File: config.mk
export PLATFORM = sky130hd
export DESIGN_NAME = ex_stage_flat
export DESIGN_NICKNAME = d
export VERILOG_FILES = /design/src/rtl/ex_stage_if.sv /design/src/rtl/ex_stage.sv /design/src/flat_wrapper.sv
export SDC_FILE = /design/constraint.sdc
export NUM_CORES = 1
export LEC_CHECK = 0
export CAP_MARGIN = 20
export CORE_MARGIN = 2
export CORE_UTILIZATION = 28
export DETAILED_ROUTE_END_ITERATION = 10
export GPL_ROUTABILITY_DRIVEN = 0
export HOLD_SLACK_MARGIN = 0.15
export MAX_ROUTING_LAYER = met4
export SLEW_MARGIN = 20
export SYNTH_ARGS = -nofsm -noshare
export SYNTH_HDL_FRONTEND = slang
export SYNTH_SLANG_ARGS = --single-unit
export TNS_END_PERCENT = 20
File: constraint.sdc
create_clock -name clk -period 2.59 [get_ports clk]
set_input_delay 0.259 -clock clk [delete_from_list [all_inputs] [get_ports clk]]
set_output_delay 0.259 -clock clk [all_outputs]
set_load 0.02 [all_outputs]
File: src/rtl/ex_stage_if.sv
// Operand/result bundle and valid/ready handshake between the issue side and ex_stage.
interface ex_stage_if;
    logic        in_valid;
    logic        in_ready;
    logic [2:0]  alucontrol;
    logic [31:0] srca;
    logic [31:0] srcb;
    logic [4:0]  writereg;
    logic        regwrite;
    logic        branch;
    logic        flush;
    logic        out_valid;
    logic        out_ready;
    logic [31:0] aluresult;
    logic        zero;
    logic [4:0]  out_writereg;
    logic        out_regwrite;
    logic        branch_taken;
    logic        overflow;

    modport master (
        output in_valid, alucontrol, srca, srcb, writereg, regwrite, branch, flush, out_ready,
        input  in_ready, out_valid, aluresult, zero, out_writereg, out_regwrite, branch_taken, overflow
    );

    modport slave (
        input  in_valid, alucontrol, srca, srcb, writereg, regwrite, branch, flush, out_ready,
        output in_ready, out_valid, aluresult, zero, out_writereg, out_regwrite, branch_taken, overflow
    );
endinterface

File: src/rtl/ex_stage.sv
// Registered single-cycle ALU execute stage with valid/ready handshake and flush.
// Define EX_OVERFLOW_TRAP_EN to build signed-overflow detection on ADD/SUB.
module ex_stage (
    input logic       clk,
    input logic       rst_n,
    ex_stage_if.slave bus
);
    typedef enum logic [2:0] {
        ALU_AND  = 3'b000,
        ALU_OR   = 3'b001,
        ALU_ADD  = 3'b010,
        ALU_ZERO = 3'b011,
        ALU_ANDN = 3'b100,
        ALU_ORN  = 3'b101,
        ALU_SUB  = 3'b110,
        ALU_SLT  = 3'b111
    } alu_op_e;

    alu_op_e     op;
    logic [31:0] sum;
    logic [32:0] dif33;
    logic [31:0] res;
    logic        ovf;
    logic        accept;

    logic        valid_q, valid_d;
    logic [31:0] result_q, result_d;
    logic        zero_q, zero_d;
    logic [4:0]  wreg_q, wreg_d;
    logic        rw_q, rw_d;
    logic        bt_q, bt_d;
    logic        ovf_q, ovf_d;

    assign op  = alu_op_e'(bus.alucontrol);
    assign sum = bus.srca + bus.srcb;
    // Sign-extended subtraction cannot overflow, so bit 32 is the true sign for SLT.
    assign dif33 = {bus.srca[31], bus.srca} - {bus.srcb[31], bus.srcb};

    always_comb begin
        res = '0;
        case (op)
            ALU_AND:  res = bus.srca & bus.srcb;
            ALU_OR:   res = bus.srca | bus.srcb;
            ALU_ADD:  res = sum;
            ALU_ZERO: res = '0;
            ALU_ANDN: res = bus.srca & ~bus.srcb;
            ALU_ORN:  res = bus.srca | ~bus.srcb;
            ALU_SUB:  res = dif33[31:0];
            ALU_SLT:  res = {31'd0, dif33[32]};
            default:  res = '0;
        endcase
    end

`ifdef EX_OVERFLOW_TRAP_EN
    logic add_ovf;
    logic sub_ovf;
    assign add_ovf = (bus.srca[31] == bus.srcb[31]) && (sum[31] != bus.srca[31]);
    assign sub_ovf = (bus.srca[31] != bus.srcb[31]) && (dif33[31] != bus.srca[31]);
    assign ovf     = ((op == ALU_ADD) && add_ovf) || ((op == ALU_SUB) && sub_ovf);
`else
    assign ovf = 1'b0;
`endif

    assign bus.in_ready = !bus.flush && (!valid_q || bus.out_ready);
    assign accept       = bus.in_valid && bus.in_ready;

    always_comb begin
        valid_d  = valid_q;
        result_d = result_q;
        zero_d   = zero_q;
        wreg_d   = wreg_q;
        rw_d     = rw_q;
        bt_d     = bt_q;
        ovf_d    = ovf_q;
        if (bus.flush) begin
            valid_d = 1'b0;
        end else if (accept) begin
            valid_d  = 1'b1;
            result_d = res;
            zero_d   = (res == '0);
            wreg_d   = bus.writereg;
            rw_d     = bus.regwrite && !ovf;
            bt_d     = bus.branch && (res == '0);
            ovf_d    = ovf;
        end else if (bus.out_ready) begin
            valid_d = 1'b0;
        end
    end

    always_ff @(posedge clk or negedge rst_n) begin
        if (!rst_n) begin
            valid_q  <= 1'b0;
            result_q <= '0;
            zero_q   <= 1'b0;
            wreg_q   <= '0;
            rw_q     <= 1'b0;
            bt_q     <= 1'b0;
            ovf_q    <= 1'b0;
        end else begin
            valid_q  <= valid_d;
            result_q <= result_d;
            zero_q   <= zero_d;
            wreg_q   <= wreg_d;
            rw_q     <= rw_d;
            bt_q     <= bt_d;
            ovf_q    <= ovf_d;
        end
    end

    assign bus.out_valid    = valid_q;
    assign bus.aluresult    = result_q;
    assign bus.zero         = zero_q;
    assign bus.out_writereg = wreg_q;
    assign bus.out_regwrite = valid_q && rw_q;
    assign bus.branch_taken = valid_q && bt_q;
    assign bus.overflow     = ovf_q;
endmodule

File: src/flat_wrapper.sv
// flat-port wrapper written by rule: the top's interface ports become plain ports
module ex_stage_flat 
  (clk, rst_n, bus_in_valid, bus_alucontrol, bus_srca, bus_srcb, bus_writereg, bus_regwrite, bus_branch, bus_flush, bus_out_ready, bus_in_ready, bus_out_valid, bus_aluresult, bus_zero, bus_out_writereg, bus_out_regwrite, bus_branch_taken, bus_overflow);
  ex_stage_if bus_i ();
  input logic clk;
  input logic rst_n;
  input wire logic [$bits(bus_i.in_valid)-1:0] bus_in_valid;
  input wire logic [$bits(bus_i.alucontrol)-1:0] bus_alucontrol;
  input wire logic [$bits(bus_i.srca)-1:0] bus_srca;
  input wire logic [$bits(bus_i.srcb)-1:0] bus_srcb;
  input wire logic [$bits(bus_i.writereg)-1:0] bus_writereg;
  input wire logic [$bits(bus_i.regwrite)-1:0] bus_regwrite;
  input wire logic [$bits(bus_i.branch)-1:0] bus_branch;
  input wire logic [$bits(bus_i.flush)-1:0] bus_flush;
  input wire logic [$bits(bus_i.out_ready)-1:0] bus_out_ready;
  output wire logic [$bits(bus_i.in_ready)-1:0] bus_in_ready;
  output wire logic [$bits(bus_i.out_valid)-1:0] bus_out_valid;
  output wire logic [$bits(bus_i.aluresult)-1:0] bus_aluresult;
  output wire logic [$bits(bus_i.zero)-1:0] bus_zero;
  output wire logic [$bits(bus_i.out_writereg)-1:0] bus_out_writereg;
  output wire logic [$bits(bus_i.out_regwrite)-1:0] bus_out_regwrite;
  output wire logic [$bits(bus_i.branch_taken)-1:0] bus_branch_taken;
  output wire logic [$bits(bus_i.overflow)-1:0] bus_overflow;
  assign bus_i.in_valid = bus_in_valid;
  assign bus_i.alucontrol = bus_alucontrol;
  assign bus_i.srca = bus_srca;
  assign bus_i.srcb = bus_srcb;
  assign bus_i.writereg = bus_writereg;
  assign bus_i.regwrite = bus_regwrite;
  assign bus_i.branch = bus_branch;
  assign bus_i.flush = bus_flush;
  assign bus_i.out_ready = bus_out_ready;
  assign bus_in_ready = bus_i.in_ready;
  assign bus_out_valid = bus_i.out_valid;
  assign bus_aluresult = bus_i.aluresult;
  assign bus_zero = bus_i.zero;
  assign bus_out_writereg = bus_i.out_writereg;
  assign bus_out_regwrite = bus_i.out_regwrite;
  assign bus_branch_taken = bus_i.branch_taken;
  assign bus_overflow = bus_i.overflow;
  ex_stage u_core (.clk(clk), .rst_n(rst_n), .bus(bus_i));
endmodule
# == After elaboration in Yosys (flattened, before gate mapping) ==
# Cells that the tools add are included.
# totals
word_cells,37
out_inout_bits,43
regBits,41
inputBits,79
# op_classes
n_reduce_logical,12
n_mux,4
n_bitwise,6
eq_ne,7
addsub,2
# ops
operator,count
case mux 32 bit (8 select lines),1
AND 32 bit,2
bitwise OR 32 bit,2
subtractor 32 x 32 -> 33 bit,1
adder 32 bit,1
zero test 32 bit,1
inverter 32 bit,1
"equality test 3 bit, second input constant",4
"equality test 3 x 2 -> 1 bit, second input constant",2
logical AND 1 bit,5
"equality test 3 x 1 -> 1 bit, second input constant",1
zero test 3 bit,1
two-way mux 1 bit,3
nonzero test 3 bit,1
zero test 1 bit,2
AND reduction 2 bit,1
logical OR 1 bit,1
inverter 1 bit,1

# == Depth between registers and ports, before layout ==
# Gate-level depths: netlist of run 1.
# depth
word_depth,6
mapped_depth,14
ltp_nobuf,14

# == Worst setup path before layout of run 1 ==
# No wires, ideal clock.
# synth_path
path_type,in2reg
startpoint,in bus_srcb[13]
endpoint,reg u_core.bt_q
cell_stages,13
arrival_time_ps,3059
slack_ps,-545
required_time_ps,2513
path_buffers,0
setup_time_ps,77
cell_sequence,inv_1 -> ha_1 -> or3b_1 -> a311oi_2 -> a21oi_2 -> o21ai_4 -> a21oi_2 -> a221o_1 -> a211o_1 -> or3_1 -> nor4_2 -> nand4_1 -> o21ai_1
# synth_via
elab_chain_cells,5
word_cells_on_any_way,10
cone_classes,add/sub: 2; mux: 1; bitwise: 5; reduce/logical: 2
# synth_rtl
item,line_no,text
start: declaration,flat_wrapper.sv:10,input wire logic [$bits(bus_i.srcb)-1:0] bus_srcb;
"parallel branches: the longest is 2 deep, another holds subtractor 32 x 32 -> 33 bit",n/a,
case mux 32 bit (8 select lines) *,ex_stage.sv:41,case (op)
zero test 32 bit *,ex_stage.sv:83,bt_d = bus.branch && (res == '0);
logical AND 1 bit *,ex_stage.sv:83,
end signal: assignment,ex_stage.sv:105,bt_q <= bt_d;
end: declaration,ex_stage.sv:31,"logic bt_q, bt_d;"
# Every way passes the cells marked *.
# A chain may end at the register's enable or synchronous reset.

# == Worst setup path after layout of run 1 ==
# layout_path
startpoint,in bus_srcb[20]
endpoint,reg u_core.bt_q
# The elaborated chain is that of the path after synthesis.

==> flow_metrics.tcl, run 1 <==
set metrics [dict create \
    synth_top_area_share_pct 15.28 \
    area_delta_synth_final_pct 83.92 \
    synthesis.instances 959 \
    powerDensity_nw_per_um2 359.7 \
    holdPathStages 2 \
    async_reset_ff_share_pct 100.0 \
    drc 0 \
    synth_compound_area_share_pct 32.22 \
    hold_viol_final 0 \
    antenna_cells 0 \
    clock_latency_ns 0.27 \
    outcome "complete, but fails checks" \
    yosysSeqAreaShare_pct 15.28 \
    slew_violations 0 \
    initialDrtViolationCount 797 \
    rsz0062_at_grt "true" \
    cp_top_family "compound AO/OA/AOI/OAI gates" \
    cp_slowest_cell "or3_4" \
    mostFrequentLayoutCells "buf_4 (351), nand2_1 (128), clkdlybuf4s50_1 (72)" \
    synth_xor_area_share_pct 6.392 \
    synth_edf_count 0 \
    synth_cell_types 77 \
    relSlewSlack_pct 42.13 \
    yosys.area_share.simple_pct 22.87 \
    dr_total_vias 9110 \
    synth_nets 1103 \
    power.switching_uw 1828 \
    routed_via_density 5.312 \
    combinationalPowerShare_pct 69.0 \
    cts-root-buf "clkbuf_16" \
    synth_top_family_by_area "compound AO/OA/AOI/OAI gates" \
    slowest_delay_ns 0.40 \
    netlist_area_um2 6714 \
    tightest_slew_ns 0.8681 \
    cts_buffers 5 \
    io_buffers 120 \
    ctsLongestPathBuffers 2 \
    cts_tree "built" \
    worstRegToRegCells 11 \
    path_max_fanout 12 \
    yosysTopAreaCell "dfrtp_1" \
    reg2reg_to "u_core.bt_q" \
    path_buf_inv 5 \
    holdPathEnd "u_core.bus.out_writereg[2]" \
    grt_max_degree 54 \
    crit_required_ns 2.79 \
    min_period_over_period_pct 123.3 \
    synth_fa_ha_area_share_pct 13.98 \
    muxShareOfSynthArea_pct 1.528 \
    dpl.hpwl_um 23270 \
    dr.pass1.iters 6 \
    die-area_um2 25230 \
    htreeDepth 2 \
    drive_gt1_share_pct 43.70 \
    yosys_warnings 0 \
    routed_wirelength_um 30140 \
    r2r-start "u_core.bus.out_valid" \
    critPathLaunchType "primary input" \
    drv_cap 0 \
    die-width_um 158.9 \
    cp-end-kind "flip-flop" \
    r2r_slack_ns 0.08 \
    worstPathArrival_ns 3.39 \
    setup_ws_ns -0.6027 \
    intPower_uw 2614 \
    fin_setup_tns_ns -3.837 \
    clock-sinks 41 \
    clk_pin_slew_ns 0.06 \
    final_common_cell "buf_4" \
    crit_cells 15 \
    finClkSkew_ns 0.003230 \
    holdCritPathClass "flip-flop to flip-flop" \
    gr-total-overflow 0 \
    grt_pass1_wl_um 46240 \
    die_y_um 158.9 \
    design.core.area_um2 23470 \
    final_net_count 1539 \
    pin_count 122 \
    violations "negative setup slack" \
    path_common_cell "inv_1" \
    gr-usage-all-layers_pct 22.77 \
    ys.flop_type "dfrtp_1" \
    antenna_found_initial 0 \
    finalSetupViolCount 15 \
    finalCriticalPeriod_ns 3.193 \
    regArea_um2 1026 \
    p_leak_uw 0.005583 \
    power_frac_clock_pct 12.9 \
    start_util_pct 28.60 \
    num_rows 56 \
    p_seq_share_pct 18.1 \
    synth_seq_cells 41 \
    place_inst 1676 \
    switching_share_pct 41.15 \
    routedWlPerCell_um 17.58 \
    peakVddDrop_v 0.0003088 \
    grt_pass1_vias 8895 \
    synth_area_leaders "dfrtp_1 (15%), ha_1 (12%), nand2_1 (7.7%)" \
    p_total_uw 4442 \
    multiInputGateArea_um2 6456 \
    min_from "u_core.bus.out_writereg[2]" \
    layout.cells.non_filler 1715 \
    worstSetupPathType "primary input to flip-flop" \
    crit_path_cell_trace "dlygate4sd2_1, inv_1, ha_4, buf_6, inv_1, a21o_1, buf_4, o21ai_4, a21oi_2, a221o_1, a211o_1, or3_4, nor4_4, nand4_1, o21ai_1" \
    avgSynthCellArea_um2 7.001 \
    fmax_ghz 0.3132 \
    post-place-ws_ns -1.436 \
    nFillCells 2144 \
    antenna_left 0 \
]
-- cell type report --
| cell class | count | share of cell area (%) |
|---|---|---|
| Timing Repair Buffer | 489 | 32.93 |
| Tap cell | 319 | 3.232 |
| Inverter | 66 | 2.118 |
| Clock buffer | 6 | 1.044 |
| Sequential cell | 41 | 8.309 |
| Multi-Input combinational cell | 792 | 52.28 |
| Clock inverter | 2 | 0.08106 |
-- metrics by stage --
stage	util, %	instance area (um^2)	hold WS, ns
finish	52.61	12350	0.4712
global route	52.61	12350	0.4927
CTS	49.16	11540	0.4746
detailed placement	45.43	10660	0.4267
global placement	45.43	10660	0.4319
floorplan	-	6744	-0.03659
-- sequential cells by signal (all words and copies together) (netlist names) --
signal,cells
u_core.bus.aluresult,32
u_core.bus.out_writereg,5
u_core.bt_q,1
u_core.bus.out_valid,1
u_core.bus.zero,1
u_core.rw_q,1
-- repair_timing --
item / CTS / global route
setup buffers: 12 / 20
pin swaps: 61 / 84
hold buffers: 1 / 0
resized for setup: 149 / 218
endpoints found under the hold margin: 41 / 0
endpoints found under the setup margin: 29 / 29
-- layer usage --
metal / global-route usage (%) / vias up / part of all wire, %
li1: - / 4339 / -
met4: 7.025 / 0 / 3.1
met2: 36.40 / 452 / 45
met1: 29.89 / 4236 / 44
met3: 3.161 / 83 / 8.0
met5: - / - / 0
-- logic make-up after synthesis --
| kind of cell | after synthesis |
|---|---|
| adders and majority gates | 76 |
| AOI/OAI and AO/OA | 327 |
| xor gates and xnor gates | 49 |
| and+or+nand+nor | 329 |
| buffers and inverters | 126 |
| other | 1 |
| muxes | 10 |
| DFF | 41 |
-- worst register-to-register path, stage by stage (launching register included) --
cell,delay [ns]
dfrtp_1,0.39
nor2b_1,0.15
nor2_1,0.15
nand2_2,0.14
a21oi_1,0.13
o21ai_0,0.16
nor4_1,0.33
o2111a_1,0.25
nand4_1,0.17
nor4_4,0.28
nand4_1,0.14
o21ai_1,0.14
-- how the worst max path moves through the flow --
stage | startpoint | end | slack (ns)
global route | bus_srcb[13] | u_core.bus.zero | -0.72
CTS | bus_srcb[11] | u_core.bus.zero | -0.73
global placement | bus_srcb[13] | u_core.bus.zero | -1.41
finish | bus_srcb[20] | u_core.bt_q | -0.60
detailed placement | bus_srcb[13] | u_core.bus.zero | -1.44
floorplan | bus_srcb[13] | u_core.bt_q | -0.40
-- cells in the mapped netlist (all sizes together), types with 6 or more instances --
library cell	number
a21o	15
nand4	13
buf	31
nand2b	11
a31oi	10
a22oi	6
nand2	137
o211ai	16
o31ai	12
o22ai	18
or3	6
nor4	11
ha	63
o21ai	72
o21a	9
a211oi	19
a21boi	6
maj3	11
nor2b	13
clkbuf	29
xor2	21
inv	65
a21oi	88
o2111ai	6
nor3	25
nor2	67
o21bai	10
xnor2	28
mux2i	8
dfrtp	41
nand3	22
-- power groups by stage --
stage	logic, uW	registers, uW	clock network (uW)
6_report	3060	806	573
3_3_place_gp	2520	812	0
3_5_place_dp	2540	818	0
2_1_floorplan	1060	947	0
4_1_cts	2770	806	586
5_1_grt	3250	822	612
(Power assumes the default switching activity.)
==> run 2, diff against run 1 <==
Settings changed: REMOVE_ABC_BUFFERS set to 1.
==> flow_metrics.tcl, run 2 <==
set metrics [dict create \
    outcome "stopped before the end" \
    haltStage "5_2_route" \
    first-error "[ERROR DRT-0255] Maze Route cannot find path of net clk in worker of routeBox ( 144900 96600 ) ( 158850 144900 )." \
    clock-sinks 41 \
    synthesis.instances 959 \
    die-width_um 158.9 \
    avgSynthCellArea_um2 7.001 \
    hold_buffers 0 \
    cts_buffers 5 \
    pin_count 122 \
    dpl.hpwl_um 23940 \
    die_y_um 158.9 \
    worst_endpoint_kind "register data pin" \
    synth_edf_count 0 \
    synth_area_leaders "dfrtp_1 (15%), ha_1 (12%), nand2_1 (7.7%)" \
    synth_seq_cells 41 \
    ys.flop_type "dfrtp_1" \
    ys_top_cells_by_count "nand2_1 (137), a21oi_1 (84), nor2_1 (67)" \
    crit_endpoint "u_core.bt_q$_DFFE_PN0P_/D" \
    synth_cell_types 77 \
    htreeDepth 2 \
    antenna_found_initial 0 \
    start_util_pct 28.60 \
    grt_max_degree 57 \
    gr-total-overflow 0 \
    yosys_warnings 0 \
    grt_pass1_wl_um 48110 \
    grt_pass1_vias 9141 \
    synth_top_area_share_pct 15.28 \
    gr-usage-all-layers_pct 23.91 \
    yosysSeqAreaShare_pct 15.28 \
    cts-root-buf "clkbuf_16" \
    io_buffers 120 \
    yosysMostFrequentCell "nand2_1" \
    ctsLongestPathBuffers 2 \
    netlist_area_um2 6714 \
    async_reset_ff_share_pct 100.0 \
    yosysTopAreaCell "dfrtp_1" \
    num_rows 56 \
]
## run 2: through the flow
step | util [%] | hold WS [ns] | area [um^2] | setup slack [ns] | std cells
after global routing | 54.47 | 0.2036 | 12790 | -0.6464 | 1765
after floorplan | - | -0.03659 | 6446 | -0.7214 | 899
after CTS | 51.52 | 0.1513 | 12090 | -0.5165 | 1740
after detailed placement | 45.82 | 0.4494 | 10750 | -1.411 | 1692
after global placement | 45.82 | 0.4385 | 10750 | -1.321 | 1692
## run 2: kinds of logic after synthesis
kind of cell	Yosys count	share of synthesized area, %
other cells	1	0.05585
compound gates	327	32.22
flops	41	15.28
simple gates	329	22.87
mux	10	1.528
xor+xnor	49	6.392
buf+inv	126	7.678
fa+ha+maj	76	13.98
## run 2: repair_timing
item / 4_1_cts / 5_1_grt
setup endpoints to repair: 27 / 25
gates resized for setup: 262 / 183
pin swaps: 92 / 72
setup buffers: 42 / 27
hold endpoints to repair: 0 / 0
## run 2: routing by layer
layer	global-route usage (%)
met4	6.157
met1	31.68
met3	2.717
met2	38.88
met5	-
==> run 3, diff against run 2 <==
Settings changed: CORE_UTILIZATION 28 to 20, HOLD_SLACK_MARGIN 0.15 to not set, MAX_ROUTING_LAYER met4 to not set, PLACE_DENSITY_LB_ADDON set to 0.15.
==> flow_metrics.tcl, run 3 (synthesis gave the netlist of run 1 again) <==
set metrics [dict create \
    hold-worst-slack_ns 0.1207 \
    clock_latency_ns 0.28 \
    fin_area_um2 13010 \
    finClkSkew_ns 0.004628 \
    pin_count 122 \
    routed_wirelength_um 34270 \
    grt_pass1_vias 9069 \
    hold_viol_final 0 \
    drc 0 \
    num_rows 67 \
    cp_slowest_cell "or3b_4" \
    powerDensity_nw_per_um2 359.2 \
    routedWlPerCell_um 18.06 \
    design.core.area_um2 33280 \
    routed_via_density 4.754 \
    relSlewSlack_pct 35.55 \
    antenna_found_initial 0 \
    min_period_over_period_pct 118.4 \
    htreeDepth 2 \
    path_common_cell "a21oi_2" \
    antenna_cells 0 \
    gr-total-overflow 0 \
    clk_pin_slew_ns 0.06 \
    dr.pass1.iters 7 \
    gr-usage-all-layers_pct 18.94 \
    die-area_um2 35050 \
    final_common_cell "buf_4" \
    cp_top_family "compound AO/OA/AOI/OAI gates" \
    finalCriticalPeriod_ns 3.066 \
    initialDrtViolationCount 489 \
    die_y_um 187.2 \
    io_buffers 120 \
    largest_reg_flops 32 \
    slew_violations 0 \
    setup_ws_ns -0.4764 \
    drive_gt1_share_pct 46.76 \
    drv_cap 0 \
    finalSetupViolCount 9 \
    fmax_ghz 0.3261 \
    postLayoutCoreUtil_pct 39.09 \
    worstSetupPathType "primary input to flip-flop" \
    ctsLongestPathBuffers 2 \
    crit_path_cell_trace "buf_2, ha_4, or3b_4, a311oi_4, a21oi_2, o21ai_4, a21oi_2, a221o_1, a211o_1, or3_1, nor4_2, nand4_1, o21ai_1" \
    final_net_count 1593 \
    cts_buffers 5 \
    clock-sinks 41 \
    post-place-ws_ns -1.411 \
    dr_total_vias 9024 \
    nFillCells 3498 \
    area_delta_synth_final_pct 93.78 \
    rsz0062_at_grt "true" \
    p_leak_uw 0.005846 \
    holdCritPathClass "primary input to async pin" \
    path_buf_inv 1 \
    dpl.hpwl_um 27790 \
    path_max_fanout 4 \
    die-width_um 187.2 \
    antenna_left 0 \
    crit_required_ns 2.80 \
    cp-end-kind "flip-flop" \
    crit_cells 13 \
    worstRegToRegCells 11 \
    worstPathArrival_ns 3.27 \
    outcome "complete, but fails checks" \
    slowest_delay_ns 0.40 \
    fin_setup_tns_ns -2.428 \
    peakVddDrop_v 0.0002528 \
    tightest_slew_ns 0.9667 \
    cts_tree "built" \
    violations "negative setup slack" \
    critPathLaunchType "primary input" \
    grt_pass1_wl_um 52380 \
    start_util_pct 20.17 \
    place_area_um2 11110 \
    hold_buffers 0 \
    cts-root-buf "clkbuf_16" \
    grt_max_degree 57 \
    mostFrequentLayoutCells "buf_4 (391), nand2_1 (125), clkdlybuf4s50_1 (67)" \
]
## run 3: worst paths after layout
kind,start,endpoint,slack [ns]
min reg2reg,u_core.rw_q,u_core.rw_q,0.47
max,bus_srca[13],u_core.bt_q,-0.48
min in group clk,u_core.rw_q,u_core.rw_q,0.47
max in group asynchronous,rst_n,u_core.bus.aluresult[18],1.86
max reg2reg,u_core.bus.out_valid,u_core.bt_q,0.01
min,rst_n,u_core.bus.out_writereg[1],0.12
## run 3: layout make-up
| cell class | instances | area [um^2] | share of cell area, % |
|---|---|---|---|
| Timing Repair Buffer | 543 | 4496 | 34.55 |
| Inverter | 66 | 260.3 | 2.000 |
| Multi-Input combinational cell | 792 | 6510 | 50.04 |
| Sequential cell | 41 | 1026 | 7.886 |
| Tap cell | 448 | 560.5 | 4.309 |
| Clock buffer | 7 | 152.6 | 1.173 |
| Clock inverter | 1 | 5.005 | 0.03847 |
## run 3: metal layers
metal,share of wire [%],vias up,GRT usage (%)
li1,-,4447,-
met1,48,4301,26.72
met2,45,239,30.50
met3,5.1,37,2.777
met4,2.1,0,4.060
met5,0,-,0
## run 3: what timing repair did
item                       CTS  global route
setup buffers               27            18
resized for setup          244           200
setup endpoints to repair   28            23
pin swaps                   77            88
## run 3: stage by stage
stage	cells	power, uW
after floorplan	899	1945
after CTS	1882	4454
after global placement	1848	3513
final	1898	4673
after detailed placement	1848	3509
after global routing	1898	4970
## run 3: report_power, final
group	switching (uW)	total, uW	internal [uW]
combinational	1600	3200	1590
sequential	67.8	817	749
clock	253	661	408
